File: config.mk
export PLATFORM = sky130hd
export DESIGN_NAME = mem_access_stage_flat
export DESIGN_NICKNAME = d
export VERILOG_FILES = /design/src/rtl/mem_access_stage_if.sv /design/src/rtl/mem_access_stage.sv /design/src/flat_wrapper.sv
export SDC_FILE = /design/constraint.sdc
export NUM_CORES = 1
export LEC_CHECK = 0
export ABC_AREA = 1
export BUFFER_PORTS_ARGS = -buffer_cell sky130_fd_sc_hd__clkbuf_2
export CELL_PAD_IN_SITES_DETAIL_PLACEMENT = 1
export CELL_PAD_IN_SITES_GLOBAL_PLACEMENT = 1
export CORE_MARGIN = 2
export CORE_UTILIZATION = 32
export CTS_CLUSTER_SIZE = 20
export DETAILED_ROUTE_END_ITERATION = 10
export GPL_ROUTABILITY_DRIVEN = 0
export PLACE_DENSITY = 0.92
export SLEW_MARGIN = 20
export SYNTH_ARGS = -nofsm -noshare
export SYNTH_HDL_FRONTEND = slang
export SYNTH_SLANG_ARGS = --single-unit
File: constraint.sdc
create_clock -name clk -period 1.87 [get_ports clk]
set_input_delay 0.374 -clock clk [delete_from_list [all_inputs] [get_ports clk]]
set_output_delay 0.374 -clock clk [all_outputs]
set_load 0.1 [all_outputs]
File: src/rtl/mem_access_stage_if.sv
// rtl/mem_access_stage_if.sv - split request/response data-memory bus between the MEM stage and data RAM
interface mem_access_stage_if;
   logic        data_req;
   logic        data_wr;
   logic [3:0]  data_wstrb;
   logic [31:0] data_addr;
   logic [31:0] data_wdata;
   logic        data_addr_ok;
   logic        data_data_ok;
   logic [31:0] data_rdata;

   modport master (
      output data_req,
      output data_wr,
      output data_wstrb,
      output data_addr,
      output data_wdata,
      input  data_addr_ok,
      input  data_data_ok,
      input  data_rdata
   );

   modport slave (
      input  data_req,
      input  data_wr,
      input  data_wstrb,
      input  data_addr,
      input  data_wdata,
      output data_addr_ok,
      output data_data_ok,
      output data_rdata
   );
endinterface

File: src/rtl/mem_access_stage.sv
// rtl/mem_access_stage.sv - MEM pipeline stage: issues one data-memory access per load/store,
// extracts/extends load data and hands the write-back bundle to WB with a forwarding tap to ID.
module mem_access_stage #(
   parameter logic [31:0] RESET_PC = 32'h1c000000
) (
   input  logic                clk,
   input  logic                reset,
   input  logic                es_to_ms_valid,
   input  logic [31:0]         es_pc,
   input  logic [3:0]          es_mem_op,
   input  logic [31:0]         es_sram_addr,
   input  logic [31:0]         es_sram_wdata,
   input  logic [3:0]          es_rf_we,
   input  logic [4:0]          es_rf_waddr,
   input  logic [31:0]         es_rf_wdata,
   output logic                ms_allow_in,
   mem_access_stage_if.master  dmem,
   input  logic                ws_allow_in,
   output logic                ms_to_ws_valid,
   output logic [31:0]         ms_pc,
   output logic [3:0]          ms_rf_we,
   output logic [4:0]          ms_rf_waddr,
   output logic [31:0]         ms_rf_wdata,
   output logic                ms_fwd_valid,
   output logic                ms_load_pend
);
   localparam logic [3:0] OP_NONE  = 4'b0000;
   localparam logic [3:0] OP_ST_B  = 4'b0001;
   localparam logic [3:0] OP_ST_H  = 4'b0010;
   localparam logic [3:0] OP_LD_B  = 4'b1000;
   localparam logic [3:0] OP_LD_H  = 4'b1001;
   localparam logic [3:0] OP_LD_BU = 4'b1100;
   localparam logic [3:0] OP_LD_HU = 4'b1101;

   typedef enum logic [1:0] {
      S_IDLE,
      S_REQ,
      S_WAIT,
      S_DONE
   } state_t;

   state_t      state;
   logic        ms_valid;
   logic [3:0]  ms_mem_op;
   logic [1:0]  ms_addr_lo;

   logic        ms_is_mem;
   logic        ms_is_load;
   logic        ms_ready_go;
   logic        accept;
   logic        es_is_mem;
   logic        es_is_store;
   logic [3:0]  es_wstrb;
   logic [31:0] es_wdata_lanes;
   logic [7:0]  load_byte;
   logic [15:0] load_half;
   logic [31:0] load_result;

   assign ms_is_mem      = (ms_mem_op != OP_NONE);
   assign ms_is_load     = ms_mem_op[3];
   assign ms_ready_go    = !ms_is_mem || (state == S_DONE);
   assign ms_allow_in    = !ms_valid || (ms_ready_go && ws_allow_in);
   assign accept         = es_to_ms_valid && ms_allow_in;
   assign ms_to_ws_valid = ms_valid && ms_ready_go;
   assign ms_fwd_valid   = ms_to_ws_valid && (|ms_rf_we);
   // A latched load is pending from acceptance until its data has been captured (DONE).
   assign ms_load_pend   = ms_valid && ms_is_load && (state != S_DONE);

   assign es_is_mem      = (es_mem_op != OP_NONE);
   assign es_is_store    = es_is_mem && !es_mem_op[3];

   // Store lane steering is computed from the EXE fields so the request registers load in one shot.
   always_comb begin
      es_wstrb       = 4'b0000;
      es_wdata_lanes = 32'h0;
      if (es_is_store) begin
         case (es_mem_op)
            OP_ST_B: begin
               es_wstrb       = 4'b0001 << es_sram_addr[1:0];
               es_wdata_lanes = {4{es_sram_wdata[7:0]}};
            end
            OP_ST_H: begin
               es_wstrb       = 4'b0011 << {es_sram_addr[1], 1'b0};
               es_wdata_lanes = {2{es_sram_wdata[15:0]}};
            end
            default: begin
               es_wstrb       = 4'b1111;
               es_wdata_lanes = es_sram_wdata;
            end
         endcase
      end
   end

   always_comb begin
      load_byte   = dmem.data_rdata[7:0];
      load_half   = dmem.data_rdata[15:0];
      load_result = dmem.data_rdata;
      case (ms_addr_lo)
         2'd0:    load_byte = dmem.data_rdata[7:0];
         2'd1:    load_byte = dmem.data_rdata[15:8];
         2'd2:    load_byte = dmem.data_rdata[23:16];
         default: load_byte = dmem.data_rdata[31:24];
      endcase
      // Halfword lane follows addr[1] only; a misaligned addr[0] is ignored.
      if (ms_addr_lo[1]) begin
         load_half = dmem.data_rdata[31:16];
      end
      case (ms_mem_op)
         OP_LD_B:  load_result = {{24{load_byte[7]}}, load_byte};
         OP_LD_BU: load_result = {24'h0, load_byte};
         OP_LD_H:  load_result = {{16{load_half[15]}}, load_half};
         OP_LD_HU: load_result = {16'h0, load_half};
         default:  load_result = dmem.data_rdata;
      endcase
   end

   always_ff @(posedge clk) begin
      if (reset) begin
         state           <= S_IDLE;
         ms_valid        <= 1'b0;
         ms_mem_op       <= OP_NONE;
         ms_addr_lo      <= 2'b00;
         ms_pc           <= RESET_PC;
         ms_rf_we        <= 4'b0000;
         ms_rf_waddr     <= 5'd0;
         ms_rf_wdata     <= 32'h0;
         dmem.data_req   <= 1'b0;
         dmem.data_wr    <= 1'b0;
         dmem.data_wstrb <= 4'b0000;
         dmem.data_addr  <= 32'h0;
         dmem.data_wdata <= 32'h0;
      end else begin
         if (ms_allow_in) begin
            ms_valid <= es_to_ms_valid;
         end
         if (accept) begin
            ms_pc       <= es_pc;
            ms_mem_op   <= es_mem_op;
            ms_addr_lo  <= es_sram_addr[1:0];
            ms_rf_we    <= es_is_store ? 4'b0000 : es_rf_we;
            ms_rf_waddr <= es_rf_waddr;
            ms_rf_wdata <= es_rf_wdata;
         end

         case (state)
            S_IDLE, S_DONE: begin
               // A mem op accepted here (including the cycle WB drains DONE) issues immediately.
               if (accept && es_is_mem) begin
                  state           <= S_REQ;
                  dmem.data_req   <= 1'b1;
                  dmem.data_wr    <= es_is_store;
                  dmem.data_wstrb <= es_wstrb;
                  dmem.data_addr  <= {es_sram_addr[31:2], 2'b00};
                  dmem.data_wdata <= es_wdata_lanes;
               end else if ((state == S_DONE) && ws_allow_in) begin
                  state <= S_IDLE;
               end
            end
            S_REQ: begin
               if (dmem.data_addr_ok) begin
                  state         <= S_WAIT;
                  dmem.data_req <= 1'b0;
               end
            end
            S_WAIT: begin
               if (dmem.data_data_ok) begin
                  state <= S_DONE;
                  if (ms_is_load) begin
                     ms_rf_wdata <= load_result;
                  end
               end
            end
            default: state <= S_IDLE;
         endcase
      end
   end
endmodule

File: src/flat_wrapper.sv
// flat-port wrapper written by rule: the top's interface ports become plain ports
module mem_access_stage_flat 
#(
   parameter logic [31:0] RESET_PC = 32'h1c000000
)
  (clk, reset, es_to_ms_valid, es_pc, es_mem_op, es_sram_addr, es_sram_wdata, es_rf_we, es_rf_waddr, es_rf_wdata, ms_allow_in, ws_allow_in, ms_to_ws_valid, ms_pc, ms_rf_we, ms_rf_waddr, ms_rf_wdata, ms_fwd_valid, ms_load_pend, dmem_data_req, dmem_data_wr, dmem_data_wstrb, dmem_data_addr, dmem_data_wdata, dmem_data_addr_ok, dmem_data_data_ok, dmem_data_rdata);
  mem_access_stage_if dmem_i ();
  input  logic clk;
  input  logic reset;
  input  logic es_to_ms_valid;
  input  logic [31:0] es_pc;
  input  logic [3:0] es_mem_op;
  input  logic [31:0] es_sram_addr;
  input  logic [31:0] es_sram_wdata;
  input  logic [3:0] es_rf_we;
  input  logic [4:0] es_rf_waddr;
  input  logic [31:0] es_rf_wdata;
  output logic ms_allow_in;
  input  logic ws_allow_in;
  output logic ms_to_ws_valid;
  output logic [31:0] ms_pc;
  output logic [3:0] ms_rf_we;
  output logic [4:0] ms_rf_waddr;
  output logic [31:0] ms_rf_wdata;
  output logic ms_fwd_valid;
  output logic ms_load_pend;
  output wire logic [$bits(dmem_i.data_req)-1:0] dmem_data_req;
  output wire logic [$bits(dmem_i.data_wr)-1:0] dmem_data_wr;
  output wire logic [$bits(dmem_i.data_wstrb)-1:0] dmem_data_wstrb;
  output wire logic [$bits(dmem_i.data_addr)-1:0] dmem_data_addr;
  output wire logic [$bits(dmem_i.data_wdata)-1:0] dmem_data_wdata;
  input wire logic [$bits(dmem_i.data_addr_ok)-1:0] dmem_data_addr_ok;
  input wire logic [$bits(dmem_i.data_data_ok)-1:0] dmem_data_data_ok;
  input wire logic [$bits(dmem_i.data_rdata)-1:0] dmem_data_rdata;
  assign dmem_data_req = dmem_i.data_req;
  assign dmem_data_wr = dmem_i.data_wr;
  assign dmem_data_wstrb = dmem_i.data_wstrb;
  assign dmem_data_addr = dmem_i.data_addr;
  assign dmem_data_wdata = dmem_i.data_wdata;
  assign dmem_i.data_addr_ok = dmem_data_addr_ok;
  assign dmem_i.data_data_ok = dmem_data_data_ok;
  assign dmem_i.data_rdata = dmem_data_rdata;
  mem_access_stage #(.RESET_PC(RESET_PC)) u_core (.clk(clk), .reset(reset), .es_to_ms_valid(es_to_ms_valid), .es_pc(es_pc), .es_mem_op(es_mem_op), .es_sram_addr(es_sram_addr), .es_sram_wdata(es_sram_wdata), .es_rf_we(es_rf_we), .es_rf_waddr(es_rf_waddr), .es_rf_wdata(es_rf_wdata), .ms_allow_in(ms_allow_in), .dmem(dmem_i), .ws_allow_in(ws_allow_in), .ms_to_ws_valid(ms_to_ws_valid), .ms_pc(ms_pc), .ms_rf_we(ms_rf_we), .ms_rf_waddr(ms_rf_waddr), .ms_rf_wdata(ms_rf_wdata), .ms_fwd_valid(ms_fwd_valid), .ms_load_pend(ms_load_pend));
endmodule
==> flow_metrics.tcl, run 1 <==
set metrics [dict create \
    status "finished, final reports clean" \
    syn_area_per_cell_sq_um 6.90 \
    ys_seq_area_frac 0.435 \
    fin_crit_sh 0.975 \
    ys_ff_latch 150 \
    worst_hold_path.num_cells 3 \
    routed_wirelength_microns 27200 \
    synth_cells 1000 \
    cts-root-buf "clkbuf_16" \
    clk_latency_ns 0.42 \
    die_w_microns 151 \
    drt-initial-drc-count 301 \
    initial_utilization 0.327 \
    synth_warnings 0 \
    finalNetCount 1506 \
    worstPathMaxFanout 3 \
    die_area_sq_um 22800 \
    maxCapViolations 0 \
    pwr-share-clk 0.278 \
    core_sq_um 21100 \
    ir_drop_mv 0.787 \
    timing.fmax_ghz 0.548 \
    cts_sinks 150 \
    finalCoreUtilization 0.467 \
    slew_viol_final 0 \
    grt.overflow.total 0 \
    antenna_found_initial 2 \
    cpMaxStageDelayCell "dfxtp_1" \
    max_slew_margin 0.613 \
    final_cells 1612 \
    crit_type "reg -> out" \
    die_y_microns 151 \
    wire_per_inst_microns 16.9 \
    route.detailed.drc 0 \
    dp.cells 1569 \
    worstHoldPathType "in -> reg" \
    p_leak_nw 4.83 \
    dr.pass1.iters 4 \
    setup_violations 0 \
    grt_pass1_wl_microns 40700 \
    grt_max_degree 75 \
    power_frac_comb 0.417 \
    critical_path_arrival_ns 1.45 \
    power_frac_seq 0.306 \
    pre_cts_ws_ns -0.0282 \
    path_cells "buf_4 -> inv_1 -> nor3_4 -> buf_12" \
    fillers 2731 \
    drive_gt1_frac 0.347 \
    p_switching_w 0.00595 \
    grtUsageTotal 0.226 \
    num_vias 8014 \
    io_buffers 323 \
    clkTransAtPathRegs_ns 0.07 \
    reg2reg_depth 10 \
    critPathMaxStageDelay_ns 0.34 \
    p_per_area_nw_per_um2 1270 \
    p_int_w 0.00660 \
    yosysUniqueCellTypes 33 \
    syn-cell-area_sq_um 6900 \
    finalCriticalPeriod_ns 1.82 \
    setup_ws_ns 0.0462 \
    p_sw_frac 0.474 \
    cts_htree_levels 4 \
    fin_skew_ns 0.0109 \
    hpwl_microns 19900 \
    critPathLaunchType "register" \
    finalHoldViolCount 0 \
    io_pins 326 \
    ant_nets 0 \
    area_delta_synth_final_pct 42.6 \
    required_ns 1.50 \
    numCtsBuffers 17 \
    fp-row-count 53 \
    clock_path_buffers 2 \
    endpoint_kind "output pin" \
    grt_pass1_vias 8140 \
    viasPerCell 4.97 \
    rsz0062_at_grt "true" \
    cts_tree "built" \
    worst_pin_slew_ns 0.582 \
]
[power by group through the flow]
| stage | Clock (W) | Sequential, W | Combinational [W] |
|---|---|---|---|
| after floorplan | 0 | 0.00646 | 0.00134 |
| after global placement | 0 | 0.00387 | 0.00500 |
| after detailed placement | 0 | 0.00389 | 0.00508 |
| after CTS | 0.00358 | 0.00383 | 0.00514 |
| after global routing | 0.00370 | 0.00388 | 0.00553 |
| final | 0.00349 | 0.00383 | 0.00523 |
[per-stage QoR]
step	cell area (sq um)	power (W)	setup TNS [ns]	hold WS [ns]
after global routing	9850	0.0131	-0.143	0.162
final	9850	0.0125	0	0.164
after floorplan	6960	0.00781	-0.150	0.478
after global placement	9050	0.00887	0	0.451
after detailed placement	9050	0.00898	-0.0527	0.455
after CTS	9720	0.0126	-0.0556	0.145
[synthesized netlist by cell type]
master    number  share of area
nand2_1      311           0.17
dfxtp_1      150           0.43
a21oi_1      100          0.072
nor2_1        89          0.048
nand3_1       72          0.052
o21ai_0       69          0.050
inv_1         58          0.032
clkbuf_1      33          0.018
o211ai_1      25          0.027
buf_2         19          0.014
a21oi_2       10          0.013
or2_2          9         0.0082
buf_4          7         0.0076
inv_2          7         0.0038
nand4_1        6         0.0054
ha_1           4         0.0072
nand2_2        4         0.0036
nor3_1         4         0.0029
and3_1         3         0.0027
nor2_4         3         0.0049
buf_1          2         0.0011
buf_6          2         0.0033
nand4_4        2         0.0062
nor3_4         2         0.0047
a31oi_1        1        0.00091
conb_1         1        0.00054
nor2_2         1        0.00091
nor4_1         1        0.00091
o21a_1         1         0.0011
o21ai_1        1        0.00072
o221ai_1       1         0.0013
o22ai_1        1        0.00091
or2_1          1        0.00091
[final cells by class]
cell class | count | area (sq um) | area share
antenna | 2 | 5.00 | 0.000508
clock buffer | 17 | 425 | 0.0432
clock inverter | 14 | 159 | 0.0161
inverter | 65 | 250 | 0.0254
multi-input combinational | 723 | 3460 | 0.351
sequential | 150 | 3020 | 0.307
tap | 275 | 344 | 0.0349
timing repair buffer | 366 | 2180 | 0.221
[per-layer routing]
metal / wire, microns / share of wire / vias to the layer above / track usage
met3: 2260 / 0.083 / 65 / 0.0678
met1: 10700 / 0.39 / 3750 / 0.252
li1: - / - / 3890 / -
met4: 856 / 0.031 / 0 / 0.0967
met2: 13400 / 0.49 / 309 / 0.401
met5: 0 / 0 / - / 0
[sequential cells by signal (all words and copies together) (netlist names)]
| register | flops |
|---|---|
| u_core.dmem.data_wdata | 32 |
| u_core.ms_pc | 32 |
| u_core.ms_rf_wdata | 32 |
| u_core.dmem.data_addr | 30 |
| u_core.ms_rf_waddr | 5 |
| u_core.dmem.data_wstrb | 4 |
| u_core.ms_mem_op | 4 |
| u_core.ms_rf_we | 4 |
| u_core.ms_addr_lo | 2 |
| u_core.state | 2 |
| u_core.dmem.data_req | 1 |
| u_core.dmem.data_wr | 1 |
| u_core.ms_valid | 1 |
[worst max-delay path: cells and delay by family, from the launching register on]
kind / cells / cell delay (ns)
buffers and inverters: 3 / 0.45
flip-flops: 1 / 0.34
AND/OR/NAND/NOR: 1 / 0.23
[final timing paths]
check / to / slack (ns) / from
hold reg to reg: u_core.dmem.data_addr[14]$_SDFFE_PP0P_ / 0.46 / u_core.dmem.data_addr[14]$_SDFFE_PP0P_
setup reg to reg: u_core.dmem.data_wdata[31]$_SDFFE_PP0P_ / 0.08 / u_core.state[0]$_SDFFE_PP0P_
hold / removal: u_core.ms_pc[28]$_SDFFE_PP1N_ / 0.16 / es_pc[28]
setup / recovery: ms_load_pend / 0.05 / u_core.ms_mem_op[3]$_SDFFE_PP0N_
[timing repair]
action,CTS,global route
setup endpoints to repair,12,40
pin swaps,5,6
gates cloned,0,4
resized for setup,17,9
setup buffers,4,2
hold buffers,0,0
[cell usage in the layout (no fill, tap or decap), types with 6 or more instances in the layout]
cell and count:
nor2_1 87, buf_12 15, nand4_1 6, inv_2 10
inv_1 53, a21oi_2 12, clkbuf_16 19, o21ai_0 69
a21oi_1 98, nand3_1 71, or2_2 9, o211ai_1 25
dfxtp_1 140, dfxtp_2 7, clkbuf_2 319, buf_4 28
nand2_1 308
[cell families (layout without fill, tap and decap cells)]
kind of cell             after synthesis  in the layout  share of synthesized area
adder cells (fa/ha/maj)                4              4                    0.00725
AND/OR/NAND/NOR                      508            508                      0.311
buffers and inverters                128            462                     0.0790
AO/OA/AOI/OAI                        209            209                      0.167
other                                  1              4                   0.000543
flip-flops                           150            150                      0.435
No activity file was read; power rests on OpenSTA's default activity.
==> inputs of run 2 (changes only) <==
Settings changed: ABC_AREA 1 to not set, PLACE_DENSITY 0.92 to 0.91.
==> flow_metrics.tcl, run 2 <==
set metrics [dict create \
    placed_area_sq_um 8920 \
    dr.pass1.iters 5 \
    p_switching_w 0.00494 \
    synth.area.mux_share 0.0676 \
    final_common_cell "clkbuf_2" \
    routed_wirelength_microns 31500 \
    fin_skew_ns 0.0123 \
    reg_top3 "u_core.dmem.data_wdata (32), u_core.ms_pc (32), u_core.ms_rf_wdata (32)" \
    finalCriticalPeriod_ns 2.04 \
    crit_type "reg -> out" \
    layout_common_cells "clkbuf_2 (318), nand2_1 (161), dfxtp_1 (138), a21oi_1 (82), buf_4 (53)" \
    status "finished with violations" \
    final_area_sq_um 11000 \
    critPathMaxStageDelay_ns 0.34 \
    critical_path_arrival_ns 1.67 \
    fillers 2411 \
    whs_ns 0.169 \
    slew_viol_final 0 \
    power_frac_seq 0.306 \
    endpoint_kind "output pin" \
    drive_gt1_frac 0.517 \
    pre_cts_ws_ns -0.192 \
    cts_sinks 150 \
    ant_nets 0 \
    setup_violations 82 \
    die_area_sq_um 21800 \
    viasPerCell 5.40 \
    setup_ws_ns -0.172 \
    initial_utilization 0.326 \
    p_sw_frac 0.413 \
    grt.overflow.total 0 \
    synth_top_area_frac 0.456 \
    netlist_top_cells_count "nand2_1 (214), dfxtp_1 (150), a21oi_1 (120), clkbuf_1 (49), mux2i_1 (31)" \
    die_y_microns 147 \
    rsz0062_at_grt "true" \
    die_w_microns 147 \
    area_delta_synth_final_pct 66.6 \
    drt-initial-drc-count 334 \
    cts-root-buf "clkbuf_16" \
    worstHoldPathType "in -> reg" \
    clock_path_buffers 2 \
    p_total_w 0.0120 \
    syn_area_per_cell_sq_um 7.99 \
    num_vias 7994 \
    io_pins 326 \
    antenna_found_initial 0 \
    grt_max_degree 48 \
    fin_crit_sh 1.09 \
    synth_area_leader_cell "dfxtp_1" \
    synth_top_family_by_area "simple AND/OR/NAND/NOR gates" \
    grt_pass1_vias 8038 \
    synth_fa_ha_area_frac 0.00760 \
    cts_tree "built" \
    path_cells "nor4_4 -> buf_4 -> nor2_4 -> nor3_4 -> buf_12" \
    pwr-share-clk 0.317 \
    failed_checks "negative setup slack" \
    p_int_w 0.00702 \
    hpwl_microns 19400 \
    clkTransAtPathRegs_ns 0.07 \
    synth_edf_count 0 \
    synth_warnings 0 \
    finalNetCount 1382 \
    synth_compound_area_frac 0.201 \
    p_per_area_nw_per_um2 1090 \
    fp-row-count 52 \
    syn-cell-area_sq_um 6590 \
    synth_ff_type "dfxtp_1" \
    max_slew_margin 0.604 \
    worst_pin_slew_ns 0.597 \
    post-synth-top-count-cell "nand2_1" \
    cts_htree_levels 4 \
    wire_per_inst_microns 21.3 \
    power_frac_comb 0.377 \
    core_sq_um 20200 \
    clk_latency_ns 0.42 \
    grtUsageTotal 0.261 \
    worstPathMaxFanout 3 \
    yosysUniqueCellTypes 42 \
    synth_top_cells_by_area "dfxtp_1 (46%), nand2_1 (12%), a21oi_1 (9.1%)" \
    synth_cells 824 \
    cpMaxStageDelayCell "dfxtp_2" \
    synth_simple_gate_area_frac 0.214 \
    timing.fmax_ghz 0.490 \
    ys_ff_latch 150 \
    required_ns 1.50 \
    io_buffers 323 \
    numCtsBuffers 17 \
    ys_seq_area_frac 0.456 \
    antenna_cells 0 \
    critPathLaunchType "register" \
    grt_pass1_wl_microns 44300 \
    maxCapViolations 0 \
    ir_drop_mv 0.584 \
    finalHoldViolCount 0 \
    synth-xor-area-share 0 \
    async_reset_ff_frac 0 \
    p_leak_nw 4.94 \
    route.detailed.drc 0 \
]
-- run 2: cell count changes after synthesis, sizes merged, moves of 22 or more --
cell    previous run  this run
inv               65        13
nor2              93        24
a221oi             0        27
nor3               6        28
nand2            315       214
nand3             72        21
mux2i              0        31
o21ai             70        16
-- run 2: cells by family (layout without fill, tap and decap cells) --
| kind of cell | count (synthesis) | in the layout |
|---|---|---|
| simple gates | 324 | 325 |
| buf+inv | 86 | 470 |
| flops | 150 | 150 |
| mux | 43 | 43 |
| fa+ha+maj | 4 | 4 |
| other cells | 1 | 2 |
| compound gates | 216 | 216 |
-- run 2: final cells by class --
cell class,count,area [sq um],share of cell area
inverters,15,56.3,0.00513
multi-input cells,590,3980,0.363
flip-flops and latches,150,3020,0.275
clock buffers,17,425,0.0388
repair buffers,425,2960,0.269
clock inverters,13,195,0.0178
well taps,270,338,0.0308
-- run 2: repair_timing --
action | CTS | global route
cloned | 13 | 7
hold buffers | 0 | 0
pin swaps | 47 | 64
endpoints found under the setup margin | 102 | 142
resized for setup | 87 | 141
setup buffers | 16 | 11
-- run 2: final timing paths --
path	startpoint	end	slack, ns	cells past startpoint
worst max-delay path	u_core.ms_mem_op[1]$_SDFFE_PP0N_	ms_fwd_valid	-0.17	5
worst min-delay path	es_pc[23]	u_core.ms_pc[23]$_SDFFE_PP0N_	0.17	3
worst max register to register	u_core.ms_mem_op[1]$_SDFFE_PP0N_	u_core.dmem.data_wdata[19]$_SDFFE_PP0P_	-0.16	8
worst min register to register	u_core.ms_pc[19]$_SDFFE_PP0N_	u_core.ms_pc[19]$_SDFFE_PP0N_	0.46	2
-- run 2: power groups by stage --
stage / clock, W / sequential, W / combinational, W
final: 0.00379 / 0.00366 / 0.00451
after global routing: 0.00397 / 0.00369 / 0.00469
after CTS: 0.00381 / 0.00363 / 0.00411
after detailed placement: 0 / 0.00369 / 0.00362
after floorplan: 0 / 0.00544 / 0.000949
after global placement: 0 / 0.00367 / 0.00357
-- run 2: layer usage --
metal	track usage	up-vias	wire length [microns]
met5	0	-	0
met3	0.0660	71	2180
li1	-	3644	-
met1	0.299	3923	12000
met2	0.472	356	16300
met4	0.0904	0	956
-- run 2: critical path, delay by kind of cell (launching register included) --
family	cells	cell delay (ns)
buffers and inverters	2	0.39
DFF	1	0.34
and+or+nand+nor	3	0.51
-- run 2: stage by stage --
stage,utilization,setup TNS (ns),instances
after floorplan,-,-0.332,825
after global placement,0.441,-4.60,1409
after detailed placement,0.441,-10.93,1409
after CTS,0.508,-4.94,1467
after global routing,0.542,-10.62,1480
final,0.542,-6.80,1480
==> inputs of run 3 (changes only) <==
Settings changed: SLEW_MARGIN 20 to not set, TNS_END_PERCENT set to 30.
==> flow_metrics.tcl, run 3 (synthesis gave the netlist of run 2 again) <==
set metrics [dict create \
    cts_htree_levels 4 \
    holdBufCountCts 0 \
    fin_skew_ns 0.0197 \
    critPathLaunchType "register" \
    grtUsageTotal 0.241 \
    die_w_microns 147 \
    setup_ws_ns -0.134 \
    viasPerCell 5.25 \
    finalHoldViolCount 0 \
    worst_hold_path.num_cells 3 \
    initial_utilization 0.326 \
    grt.overflow.total 0 \
    crit_cells 5 \
    antenna_found_initial 0 \
    layout_common_cells "clkbuf_2 (318), nand2_1 (192), dfxtp_1 (140), a21oi_1 (98), buf_4 (52)" \
    cts-root-buf "clkbuf_16" \
    final_area_sq_um 10300 \
    area_delta_synth_final_pct 55.8 \
    final_common_cell "clkbuf_2" \
    io_pins 326 \
    cpMaxStageDelayCell "dfxtp_2" \
    r2r_setup_slack_ns -0.13 \
    critical_path_arrival_ns 1.63 \
    reg2reg_to "u_core.dmem.data_wdata[13]$_SDFFE_PP0P_" \
    drt-initial-drc-count 232 \
    worstPathMaxFanout 3 \
    clock_path_buffers 2 \
    startpoint "u_core.ms_mem_op[1]$_SDFFE_PP0N_" \
    num_vias 7673 \
    endpoint_kind "output pin" \
    placed_area_sq_um 8890 \
    crit_buf_inv 2 \
    finalNetCount 1361 \
    antenna_cells 0 \
    crit_family "simple AND/OR/NAND/NOR gates" \
    holdCritStartpoint "es_sram_addr[14]" \
    ir_drop_mv 0.571 \
    p_total_w 0.0111 \
    fp-row-count 52 \
    worstHoldPathType "in -> reg" \
    timing.fmax_ghz 0.499 \
    die_y_microns 147 \
    p_leak_nw 4.63 \
    core_sq_um 20200 \
    ant_nets 0 \
    status "finished with violations" \
    failed_checks "negative setup slack" \
    cts_sinks 150 \
    r2r_start "u_core.ms_mem_op[1]$_SDFFE_PP0N_" \
    required_ns 1.50 \
    max_slew_margin 0.615 \
    holdPathEnd "u_core.dmem.data_addr[14]$_SDFFE_PP0P_" \
    numCtsBuffers 17 \
    route.detailed.drc 0 \
    clkTransAtPathRegs_ns 0.07 \
    finalCriticalPeriod_ns 2.00 \
    wire_per_inst_microns 19.2 \
    clk_latency_ns 0.43 \
    setup_violations 68 \
    hpwl_microns 19600 \
    routed_wirelength_microns 28000 \
    cts_tree "built" \
    slew_viol_final 0 \
    dr.pass1.iters 4 \
    grt_pass1_vias 7891 \
    grt_pass1_wl_microns 41700 \
    worst_pin_slew_ns 0.581 \
    grt_max_degree 76 \
    reg_top3 "u_core.dmem.data_wdata (32), u_core.ms_pc (32), u_core.ms_rf_wdata (32)" \
    fin_crit_sh 1.07 \
    path_cells "nor4_4 -> buf_4 -> nor2_4 -> nor3_4 -> buf_12" \
    die_area_sq_um 21800 \
    reg2reg_depth 8 \
    maxCapViolations 0 \
    drive_gt1_frac 0.451 \
    io_buffers 323 \
    rsz0062_at_grt "true" \
    crit_type "reg -> out" \
    critPathMaxStageDelay_ns 0.33 \
    p_per_area_nw_per_um2 1080 \
]
[run 3: changes by cell type in the layout (fill, tap and decap cells not counted), sizes merged]
cell      change
buf          -18
clkinv        +1
bufinv        -4
inv           +1
or3           -1
clkinvlp      +2
[run 3: per-stage QoR]
| step | cells | hold slack, ns | TNS [ns] | setup WS [ns] | util |
|---|---|---|---|---|---|
| 5_1_grt | 1461 | 0.159 | -8.82 | -0.194 | 0.507 |
| 6_report | 1461 | 0.163 | -3.97 | -0.134 | 0.507 |
| 3_5_place_dp | 1409 | 0.449 | -7.43 | -0.150 | 0.440 |
| 2_1_floorplan | 825 | 0.477 | -0.821 | -0.167 | - |
| 3_3_place_gp | 1409 | 0.440 | -3.73 | -0.151 | 0.440 |
| 4_1_cts | 1454 | 0.148 | -1.30 | -0.140 | 0.485 |
[run 3: per-layer routing]
layer,vias up,track usage,part of all wire
met2,307,0.436,0.51
met1,3704,0.271,0.39
met4,0,0.0933,0.032
met5,-,0,0
li1,3601,-,-
met3,61,0.0620,0.067
[run 3: worst max path at each step]
stage,endpoint
6_report,ms_fwd_valid
5_1_grt,ms_fwd_valid
4_1_cts,ms_to_ws_valid
3_5_place_dp,u_core.dmem.data_wr$_SDFFE_PP0P_
3_3_place_gp,u_core.dmem.data_wr$_SDFFE_PP0P_
2_1_floorplan,ms_fwd_valid
[run 3: worst min-delay path: stages]
cell and delay, ns:
clkbuf_2 0.08, nand2_1 0.05, a21oi_1 0.05
[run 3: area by class of cell]
class,instances,area [sq um]
clock buffer,19,433
tap,270,338
clock inverter,13,115
multi-input combinational,589,3660
inverter,15,56.3
fill,2472,9970
sequential,150,3020
timing repair buffer,405,2640
[run 3: what timing repair did]
action,in CTS,in global routing
gates resized for setup,42,83
pin swaps,13,26
gates cloned,6,3
buffers inserted,7,4
setup endpoints to repair,99,103
[run 3: report_power, final]
part	switching (W)	internal, W	leakage (nW)
Clock	0.00157	0.00175	0.258
Combinational	0.00302	0.00113	3.14
Sequential	0.000171	0.00346	1.23
Total	0.00476	0.00635	4.63
